===== src/rtl/hex_7seg_scan.sv =====
// rtl/hex_7seg_scan.sv - time-multiplexed multi-digit hex driver for a common-anode 7-segment display

module hex_7seg_scan #(
  parameter int NUM_DIGITS = 4,
  parameter int DIV        = 50000,
  parameter int GAP        = 16,
  localparam int IW        = $clog2(NUM_DIGITS),
  localparam int CW        = $clog2(DIV)
) (
  input  logic                    Clock,
  input  logic                    Reset_n,
  input  logic                    Load,
  input  logic [4*NUM_DIGITS-1:0] HexVals,
  input  logic [NUM_DIGITS-1:0]   DpIn,
  input  logic [NUM_DIGITS-1:0]   Blank,
  input  logic                    LzEn,
  output logic [0:6]              Leds,
  output logic                    Dp,
  output logic [NUM_DIGITS-1:0]   Anode,
  output logic [IW-1:0]           DigitIdx,
  output logic                    FrameTick
);

  // Segment patterns are written a..g left to right, 0 = segment lit.
  function automatic logic [0:6] decode(input logic [3:0] nib);
    case (nib)
      4'h0:    decode = 7'b0000001;
      4'h1:    decode = 7'b1001111;
      4'h2:    decode = 7'b0010010;
      4'h3:    decode = 7'b0000110;
      4'h4:    decode = 7'b1001100;
      4'h5:    decode = 7'b0100100;
      4'h6:    decode = 7'b0100000;
      4'h7:    decode = 7'b0001111;
      4'h8:    decode = 7'b0000000;
      4'h9:    decode = 7'b0000100;
      4'hA:    decode = 7'b0001000;
      4'hB:    decode = 7'b1100000;
      4'hC:    decode = 7'b0110001;
      4'hD:    decode = 7'b1000010;
      4'hE:    decode = 7'b0110000;
      default: decode = 7'b0111000;
    endcase
  endfunction

  logic [CW-1:0]           cnt_q, cnt_d;
  logic [IW-1:0]           idx_q, idx_d;
  logic [4*NUM_DIGITS-1:0] val_q, val_d;
  logic [NUM_DIGITS-1:0]   dp_q, dp_d;
  logic [0:6]              leds_q, leds_d;
  logic                    dpo_q, dpo_d;
  logic [NUM_DIGITS-1:0]   anode_q, anode_d;
  logic                    tick_q, tick_d;

  logic                    slot_end;
  logic [NUM_DIGITS-1:0]   sup;
  logic                    all_zero;
  logic [3:0]              cur_nib;
  logic                    cur_dp;
  logic                    cur_sup;
  logic                    in_gap;
  logic                    lit;

  // Prescaler, slot index and shadow register next state; the frame tick
  // fires on the edge that wraps the last slot back to digit 0.
  always_comb begin
    slot_end = (cnt_q == CW'(DIV - 1));
    cnt_d    = slot_end ? '0 : cnt_q + 1'b1;
    idx_d    = idx_q;
    if (slot_end) begin
      idx_d = (idx_q == IW'(NUM_DIGITS - 1)) ? '0 : idx_q + 1'b1;
    end
    val_d  = Load ? HexVals : val_q;
    dp_d   = Load ? DpIn : dp_q;
    tick_d = slot_end && (idx_q == IW'(NUM_DIGITS - 1));
  end

  // Per-digit suppression: forced blank, or a leading zero when digits from
  // the top down to this one are all zero (digit 0 always shows).
  always_comb begin
    sup      = '0;
    all_zero = 1'b1;
    for (int i = NUM_DIGITS - 1; i >= 0; i--) begin
      all_zero = all_zero && (val_d[4*i +: 4] == 4'h0);
      sup[i]   = Blank[i] || (LzEn && (i != 0) && all_zero);
    end
  end

  // Outputs are computed from the next-state slot so they change on the
  // same edge as DigitIdx and the shadow register.
  always_comb begin
    cur_nib = 4'h0;
    cur_dp  = 1'b0;
    cur_sup = 1'b1;
    for (int i = 0; i < NUM_DIGITS; i++) begin
      if (idx_d == IW'(i)) begin
        cur_nib = val_d[4*i +: 4];
        cur_dp  = dp_d[i];
        cur_sup = sup[i];
      end
    end
    in_gap = (int'(cnt_d) < GAP);
    lit    = !in_gap && !cur_sup;
    for (int i = 0; i < NUM_DIGITS; i++) begin
      anode_d[i] = !(lit && (idx_d == IW'(i)));
    end
    leds_d = lit ? decode(cur_nib) : 7'b1111111;
    dpo_d  = lit ? !cur_dp : 1'b1;
  end

  // State and registered output update; reset forces everything dark at once.
  always_ff @(posedge Clock or negedge Reset_n) begin
    if (!Reset_n) begin
      cnt_q   <= '0;
      idx_q   <= '0;
      val_q   <= '0;
      dp_q    <= '0;
      leds_q  <= 7'b1111111;
      dpo_q   <= 1'b1;
      anode_q <= '1;
      tick_q  <= 1'b0;
    end else begin
      cnt_q   <= cnt_d;
      idx_q   <= idx_d;
      val_q   <= val_d;
      dp_q    <= dp_d;
      leds_q  <= leds_d;
      dpo_q   <= dpo_d;
      anode_q <= anode_d;
      tick_q  <= tick_d;
    end
  end

  assign Leds      = leds_q;
  assign Dp        = dpo_q;
  assign Anode     = anode_q;
  assign DigitIdx  = idx_q;
  assign FrameTick = tick_q;

endmodule


===== config.mk =====
export PLATFORM = sky130hd
export DESIGN_NAME = hex_7seg_scan
export DESIGN_NICKNAME = d
export VERILOG_FILES = /design/src/rtl/hex_7seg_scan.sv
export SDC_FILE = /design/constraint.sdc
export NUM_CORES = 1
export LEC_CHECK = 0
export CAP_MARGIN = 20
export CORE_UTILIZATION = 63
export CTS_CLUSTER_DIAMETER = 200
export DETAILED_ROUTE_END_ITERATION = 6
export DONT_BUFFER_PORTS = 1
export PLACE_DENSITY = 0.79
export SLEW_MARGIN = 20
export SYNTH_ARGS = -nofsm -noshare
export SYNTH_HDL_FRONTEND = slang
export SYNTH_SLANG_ARGS = --single-unit

===== constraint.sdc =====
create_clock -name Clock -period 3.6 [get_ports Clock]
set_input_delay 0.72 -clock Clock [delete_from_list [all_inputs] [get_ports Clock]]
set_output_delay 0.72 -clock Clock [all_outputs]
set_load 0.1 [all_outputs]

==> results of run 1 <==
through the flow:
step           setup WS, ps  utilization [%]  cells  hold slack, ps
2_1_floorplan           453                -    247             424
3_3_place_gp            492             68.0    295             426
3_5_place_dp            376             68.0    295             426
4_1_cts                 342             70.2    303            80.9
5_1_grt                 145             70.2    303            66.4
6_report                364             70.2    303            87.0
report_power, final:
group          leakage (nW)  internal [mW]  switching [mW]
Clock                0.0402          0.135           0.191
Sequential            0.611          0.616          0.0930
Combinational         0.573         0.0584          0.0660
logic make-up (layout without fill, tap and decap cells):
| family | Yosys count | count (layout) | synth area share [%] |
|---|---|---|---|
| AND/OR/NAND/NOR | 91 | 91 | 17.2 |
| flip-flops | 51 | 51 | 47.9 |
| multiplexers | 41 | 41 | 18.0 |
| AO/OA/AOI/OAI | 28 | 28 | 6.55 |
| buffers and inverters | 15 | 21 | 2.46 |
| XOR/XNOR | 13 | 13 | 4.22 |
| adder cells (fa/ha/maj) | 8 | 8 | 3.71 |
final timing paths:
path                           from        end  slack [ps]  cells after the start
setup reg to reg           cnt_q[0]    Leds[0]         360                     13
setup / recovery           cnt_q[0]    Leds[0]         360                     13
hold reg to reg            cnt_q[0]   cnt_q[0]         510                      1
max in group asynchronous   Reset_n    Leds[4]        3310                      0
min in group Clock         cnt_q[0]   cnt_q[0]         510                      1
hold / removal              Reset_n  cnt_q[11]          90                      0
registers in the layout, summed over array words and instances (netlist names):
| name | cells |
|---|---|
| Anode | 4 |
| Dp | 1 |
| cnt_q | 16 |
| dp_q | 4 |
| FrameTick | 1 |
| Leds | 7 |
| val_q | 16 |
| DigitIdx | 2 |
cell type report:
| cell class | instances | share of cell area (%) |
|---|---|---|
| Clock buffer | 5 | 2.42 |
| Clock inverter | 3 | 0.703 |
| Inverter | 8 | 1.05 |
| Multi-Input combinational cell | 181 | 47.0 |
| Sequential cell | 51 | 45.3 |
| Tap cell | 50 | 2.20 |
| Timing Repair Buffer | 5 | 1.32 |
metal layers:
layer | share of wire (%) | up-vias
li1 | - | 889
met1 | 41 | 915
met2 | 52 | 40
met3 | 5.0 | 9
met4 | 2.3 | 0
met5 | 0 | -
Yosys cell counts, types with 3 or more instances:
| cell type | instances |
|---|---|
| nand3_1 | 15 |
| xnor2_1 | 6 |
| o21ai_0 | 4 |
| buf_2 | 5 |
| nor4_1 | 5 |
| ha_1 | 8 |
| nor2b_1 | 3 |
| a21oi_1 | 9 |
| nor2_1 | 26 |
| nand4_1 | 4 |
| mux2i_1 | 11 |
| mux2_2 | 24 |
| mux2_4 | 3 |
| dfrtp_1 | 39 |
| or4_1 | 3 |
| dfstp_2 | 12 |
| nor3_1 | 7 |
| nand2_1 | 16 |
| inv_1 | 7 |
| xor2_1 | 7 |
==> flow_metrics.py, run 1 <==
metrics = {
    "status": {
        "status": "finished, final reports clean",
    },
    "critical_path": {
        "path_buf_inv": 3,
        "setup.worst_path.start_class": "flop",
        "required_ps": 3820,
        "critical_path_class": "reg -> reg",
        "path_cells": "ha_1 -> and4b_1 -> and4_4 -> mux2i_4 -> buf_4 -> mux2i_1 -> mux2_2 -> inv_1 -> ha_1 -> inv_1 -> o311ai_0 -> nand2_1 -> o211ai_1",
        "crit_fanout": 12,
        "arrival_ps": 3460,
        "slowest_stage": "dfrtp_1",
        "crit_path_max_incr_delay_ps": 410,
        "cp_top_family": "multiplexers",
        "cp-end-kind": "flop",
    },
    "grt": {
        "antenna_found_initial": 0,
        "use_met1_pct": 30.3,
        "grtUsageMet2_pct": 46.3,
        "met3_usage_pct": 6.59,
        "grt_max_degree": 52,
        "globalRouteOverflowTotal": 0,
        "grt_pass1_vias": 1855,
        "grt_usage_pct": 26.5,
        "grt.busiest_layer": "met2",
        "grt_first_pass_wirelength_mm": 8.60,
    },
    "floorplan": {
        "core_mm2": 0.00406,
        "dieArea_mm2": 0.00454,
        "io_pins": 43,
        "rows": 23,
        "fp.dieH_um": 67.4,
        "die_w_um": 67.4,
        "initial_core_util_pct": 66.4,
    },
    "yosys": {
        "yosysSeqAreaShare_pct": 47.9,
        "ys.flop_type": "dfrtp_1",
        "ys_warn_count": 0,
        "postSynthAreaPerCell_um2": 10.9,
        "syn-cell-area_mm2": 0.00270,
        "synth_edf_count": 0,
        "synth_seq_cells": 51,
        "yosys-top-cells-area": "dfrtp_1, dfstp_2, mux2_2",
        "synth.top_cell.area_share_pct": 36.2,
        "synthesis.nets": 283,
        "synth_top_area_cell": "dfrtp_1",
        "yosysUniqueCellTypes": 46,
        "synthCells": 247,
        "synth-async-reset-ratio_pct": 100,
    },
    "timing": {
        "timing.fmax_mhz": 309,
        "slew_headroom_pct": 42.7,
        "setup_tns_ps": 0,
        "maxSlewViolCount": 0,
        "fin_worst_skew_ps": 12.4,
        "rsz0062_at_grt": "false",
        "fin_crit_ps": 3240,
        "worst_pin_slew_ps": 861,
        "setup_viol": 0,
        "fin_crit_sh_pct": 89.9,
        "finalHoldViolations": 0,
    },
    "clocking": {
        "cts.path.max_buffers": 2,
        "clkLatencyLatePin_ps": 310,
        "post-cts-setup-buffers": 0,
        "ctsHtreeMaxLevel": 2,
        "numCtsBuffers": 5,
        "cts_hold_buf": 0,
        "cts.repair.resized": 0,
        "cts-root-buf": "clkbuf_8",
        "cts_tree": "done",
        "cts_sinks": 51,
        "clk_pin_slew_worst_paths_ps": 100,
    },
    "placed_design": {
        "dpl_cell_area_mm2": 0.00276,
        "gp_congestion": 0.874,
        "hpwlAfterDp_mm": 3.95,
        "port_buffers": 0,
    },
    "cells_and_area": {
        "layout_commonest_cell": "dfrtp_1",
        "multi_input_area_mm2": 0.00134,
        "seqCellArea_mm2": 0.00129,
        "area_delta_synth_final_pct": 5.66,
        "final_cell_mix": "dfrtp_1, nor2_1, mux2_2",
        "nNetsFinal": 288,
        "drive_above_1_share_pct": 23.3,
        "nFillCells": 284,
        "diodes": 0,
        "postLayoutCellArea_mm2": 0.00285,
    },
    "routing": {
        "routed_wirelength_mm": 5.22,
        "via_per_inst": 6.12,
        "routed-via-count": 1853,
        "dr.pass1.iters": 4,
        "wl_per_cell_um": 17.2,
        "first_iter_violations": 109,
        "detail-route-antenna-nets": 0,
        "route.detailed.drc": 0,
    },
    "power_and_ir_drop": {
        "ir_worst_vdd_v": 0.000294,
        "total_power_mw": 1.16,
        "leakagePower_nw": 1.22,
        "power_density_mw_per_mm2": 408,
    },
    "min_path": {
        "holdCritPathClass": "in -> async",
    },
    "flow_run": {
        "maxCapViolations": 0,
    },
}
Note: power is estimated with default switching activity, not from simulation.
==> inputs of run 2 (changes only) <==
Settings changed: CELL_PAD_IN_SITES_DETAIL_PLACEMENT from default to 1, CELL_PAD_IN_SITES_GLOBAL_PLACEMENT from default to 2, CORE_UTILIZATION 63 to 41, GPL_TIMING_DRIVEN from default to 0, PLACE_DENSITY 0.79 to default, PLACE_DENSITY_LB_ADDON from default to 0.1.
==> flow_metrics.py, run 2 (synthesized netlist as in run 1, its figures left out) <==
metrics = {
    "timing": {
        "worst_pin_slew_ps": 859,
        "slew_headroom_pct": 42.8,
        "finalHoldViolations": 0,
        "maxSlewViolCount": 0,
        "setup_tns_ps": 0,
        "rsz0062_at_grt": "false",
        "fin_crit_ps": 3210,
        "setup_viol": 0,
        "holdWs_ps": 94.0,
        "fin_crit_sh_pct": 89.0,
        "timing.fmax_mhz": 312,
        "fin_worst_skew_ps": 8.76,
        "fin_ws_ps": 395,
    },
    "routing": {
        "dr.pass1.iters": 4,
        "wl_per_cell_um": 17.8,
        "routed_wirelength_mm": 5.91,
        "route.detailed.drc": 0,
        "detail-route-antenna-nets": 0,
        "via_per_inst": 5.53,
        "first_iter_violations": 61,
        "routed-via-count": 1842,
    },
    "cells_and_area": {
        "area_delta_synth_final_pct": 7.52,
        "nNetsFinal": 291,
        "diodes": 0,
        "layout_commonest_cell": "dfrtp_1",
        "fin_util_pct": 45.6,
        "final_cells": 333,
        "final_cell_mix": "dfrtp_1, nor2_1, mux2_2",
        "drive_above_1_share_pct": 24.6,
    },
    "critical_path": {
        "worstReg2RegEnd": "Leds[0]",
        "arrival_ps": 3430,
        "setup.worst_path.start_class": "flop",
        "cp-end-kind": "flop",
        "crit_fanout": 10,
        "slowest_stage": "dfrtp_1",
        "required_ps": 3830,
        "path_cells": "ha_1 -> and4b_1 -> and4_4 -> mux2i_4 -> buf_4 -> mux2i_1 -> mux2_2 -> inv_1 -> ha_1 -> inv_1 -> o311ai_0 -> nand2_1 -> o211ai_1",
        "crit_start": "cnt_q[0]",
        "timing.rr.start": "cnt_q[0]",
        "crit_path_max_incr_delay_ps": 430,
        "critical_path_class": "reg -> reg",
        "rr_worst_depth": 13,
        "reg2reg_slack_ps": 390,
    },
    "floorplan": {
        "initial_core_util_pct": 42.4,
        "die_w_um": 83.1,
        "rows": 29,
        "io_pins": 43,
        "dieArea_mm2": 0.00690,
        "fp.dieH_um": 83.1,
        "core_mm2": 0.00635,
    },
    "clocking": {
        "numCtsBuffers": 5,
        "clk_pin_slew_worst_paths_ps": 100,
        "cts_tree": "done",
        "ctsHtreeMaxLevel": 2,
        "cts_hold_buf": 0,
        "clkLatencyLatePin_ps": 300,
        "cts_sinks": 51,
        "cts.path.max_buffers": 2,
        "cts-root-buf": "clkbuf_8",
    },
    "power_and_ir_drop": {
        "leakagePower_nw": 1.23,
        "power_density_mw_per_mm2": 407,
        "ir_worst_vdd_v": 0.000219,
    },
    "placed_design": {
        "port_buffers": 0,
        "gp_congestion": 0.799,
        "placed_cells": 324,
        "hpwlAfterDp_mm": 4.38,
        "dp_slack_ps": 23.5,
    },
    "min_path": {
        "holdCritPathClass": "in -> async",
    },
    "grt": {
        "grt_usage_pct": 18.7,
        "grt_first_pass_wirelength_mm": 10.1,
        "grt_max_degree": 52,
        "grt_pass1_vias": 1965,
        "globalRouteOverflowTotal": 0,
        "antenna_found_initial": 0,
    },
    "flow_run": {
        "maxCapViolations": 0,
    },
    "status": {
        "status": "finished, final reports clean",
    },
}
-- run 2: cell types whose count changed in the layout (fill, tap and decap cells not counted) --
cell | previous run | this run
buf_2 | 0 | 5
dfrtp_2 | 0 | 2
clkinvlp_4 | 2 | 1
buf_4 | 5 | 2
clkinv_2 | 1 | 0
clkinv_4 | 0 | 1
clkbuf_1 | 0 | 1
dfrtp_1 | 39 | 37
inv_8 | 0 | 1
-- run 2: what timing repair did --
| action | CTS | global route |
|---|---|---|
| buffers inserted | 0 | 1 |
| endpoints found under the setup margin | 1 | 2 |
| gates resized for setup | 1 | 1 |
-- run 2: critical path: cells and delay by family, from the launching register on --
family	cells	cell delay, ps
buffers and inverters	3	420
adders and majority gates	2	490
and+or+nand+nor	3	600
AOI/OAI and AO/OA	2	480
DFF	1	430
muxes	3	700
-- run 2: final cells by class --
class                           instances  area [um2]
Buffer                                  7        36.3
Clock buffer                            5        68.8
Clock inverter                          3        27.5
Fill cell                             711        3450
Inverter                                8        30.0
Multi-Input combinational cell        181        1340
Sequential cell                        51        1290
Tap cell                               77        96.3
Timing Repair Buffer                    1        7.51
-- run 2: worst max path at each step --
| stage | cells past startpoint | slack, ps | to |
|---|---|---|---|
| after floorplan | 12 | 450 | Leds[0] |
| after global placement | 12 | 10 | Leds[0] |
| after detailed placement | 12 | 20 | Leds[0] |
| after CTS | 12 | 70 | Leds[0] |
| after global routing | 13 | 160 | Leds[0] |
| final | 13 | 390 | Leds[0] |
-- run 2: per-layer routing --
metal	GRT usage (%)	wire length, um	vias to the layer above
met5	0	0	-
met4	4.55	30	0
met3	3.88	131	2
met2	30.6	2930	27
met1	25.5	2820	917
li1	-	-	896
-- run 2: stage by stage --
stage	area, um2	power (mW)
4_1_cts	2890	1.20
6_report	2900	1.18
5_1_grt	2900	1.25
3_3_place_gp	2790	0.845
3_5_place_dp	2790	0.848
2_1_floorplan	2700	0.818
-- run 2: where the power goes --
part	total, mW	internal (mW)	leakage (nW)	switching, mW
sequential	0.708	0.616	0.608	0.0923
combinational	0.128	0.0586	0.580	0.0692
clock	0.343	0.143	0.0463	0.200
total	1.18	0.818	1.23	0.362
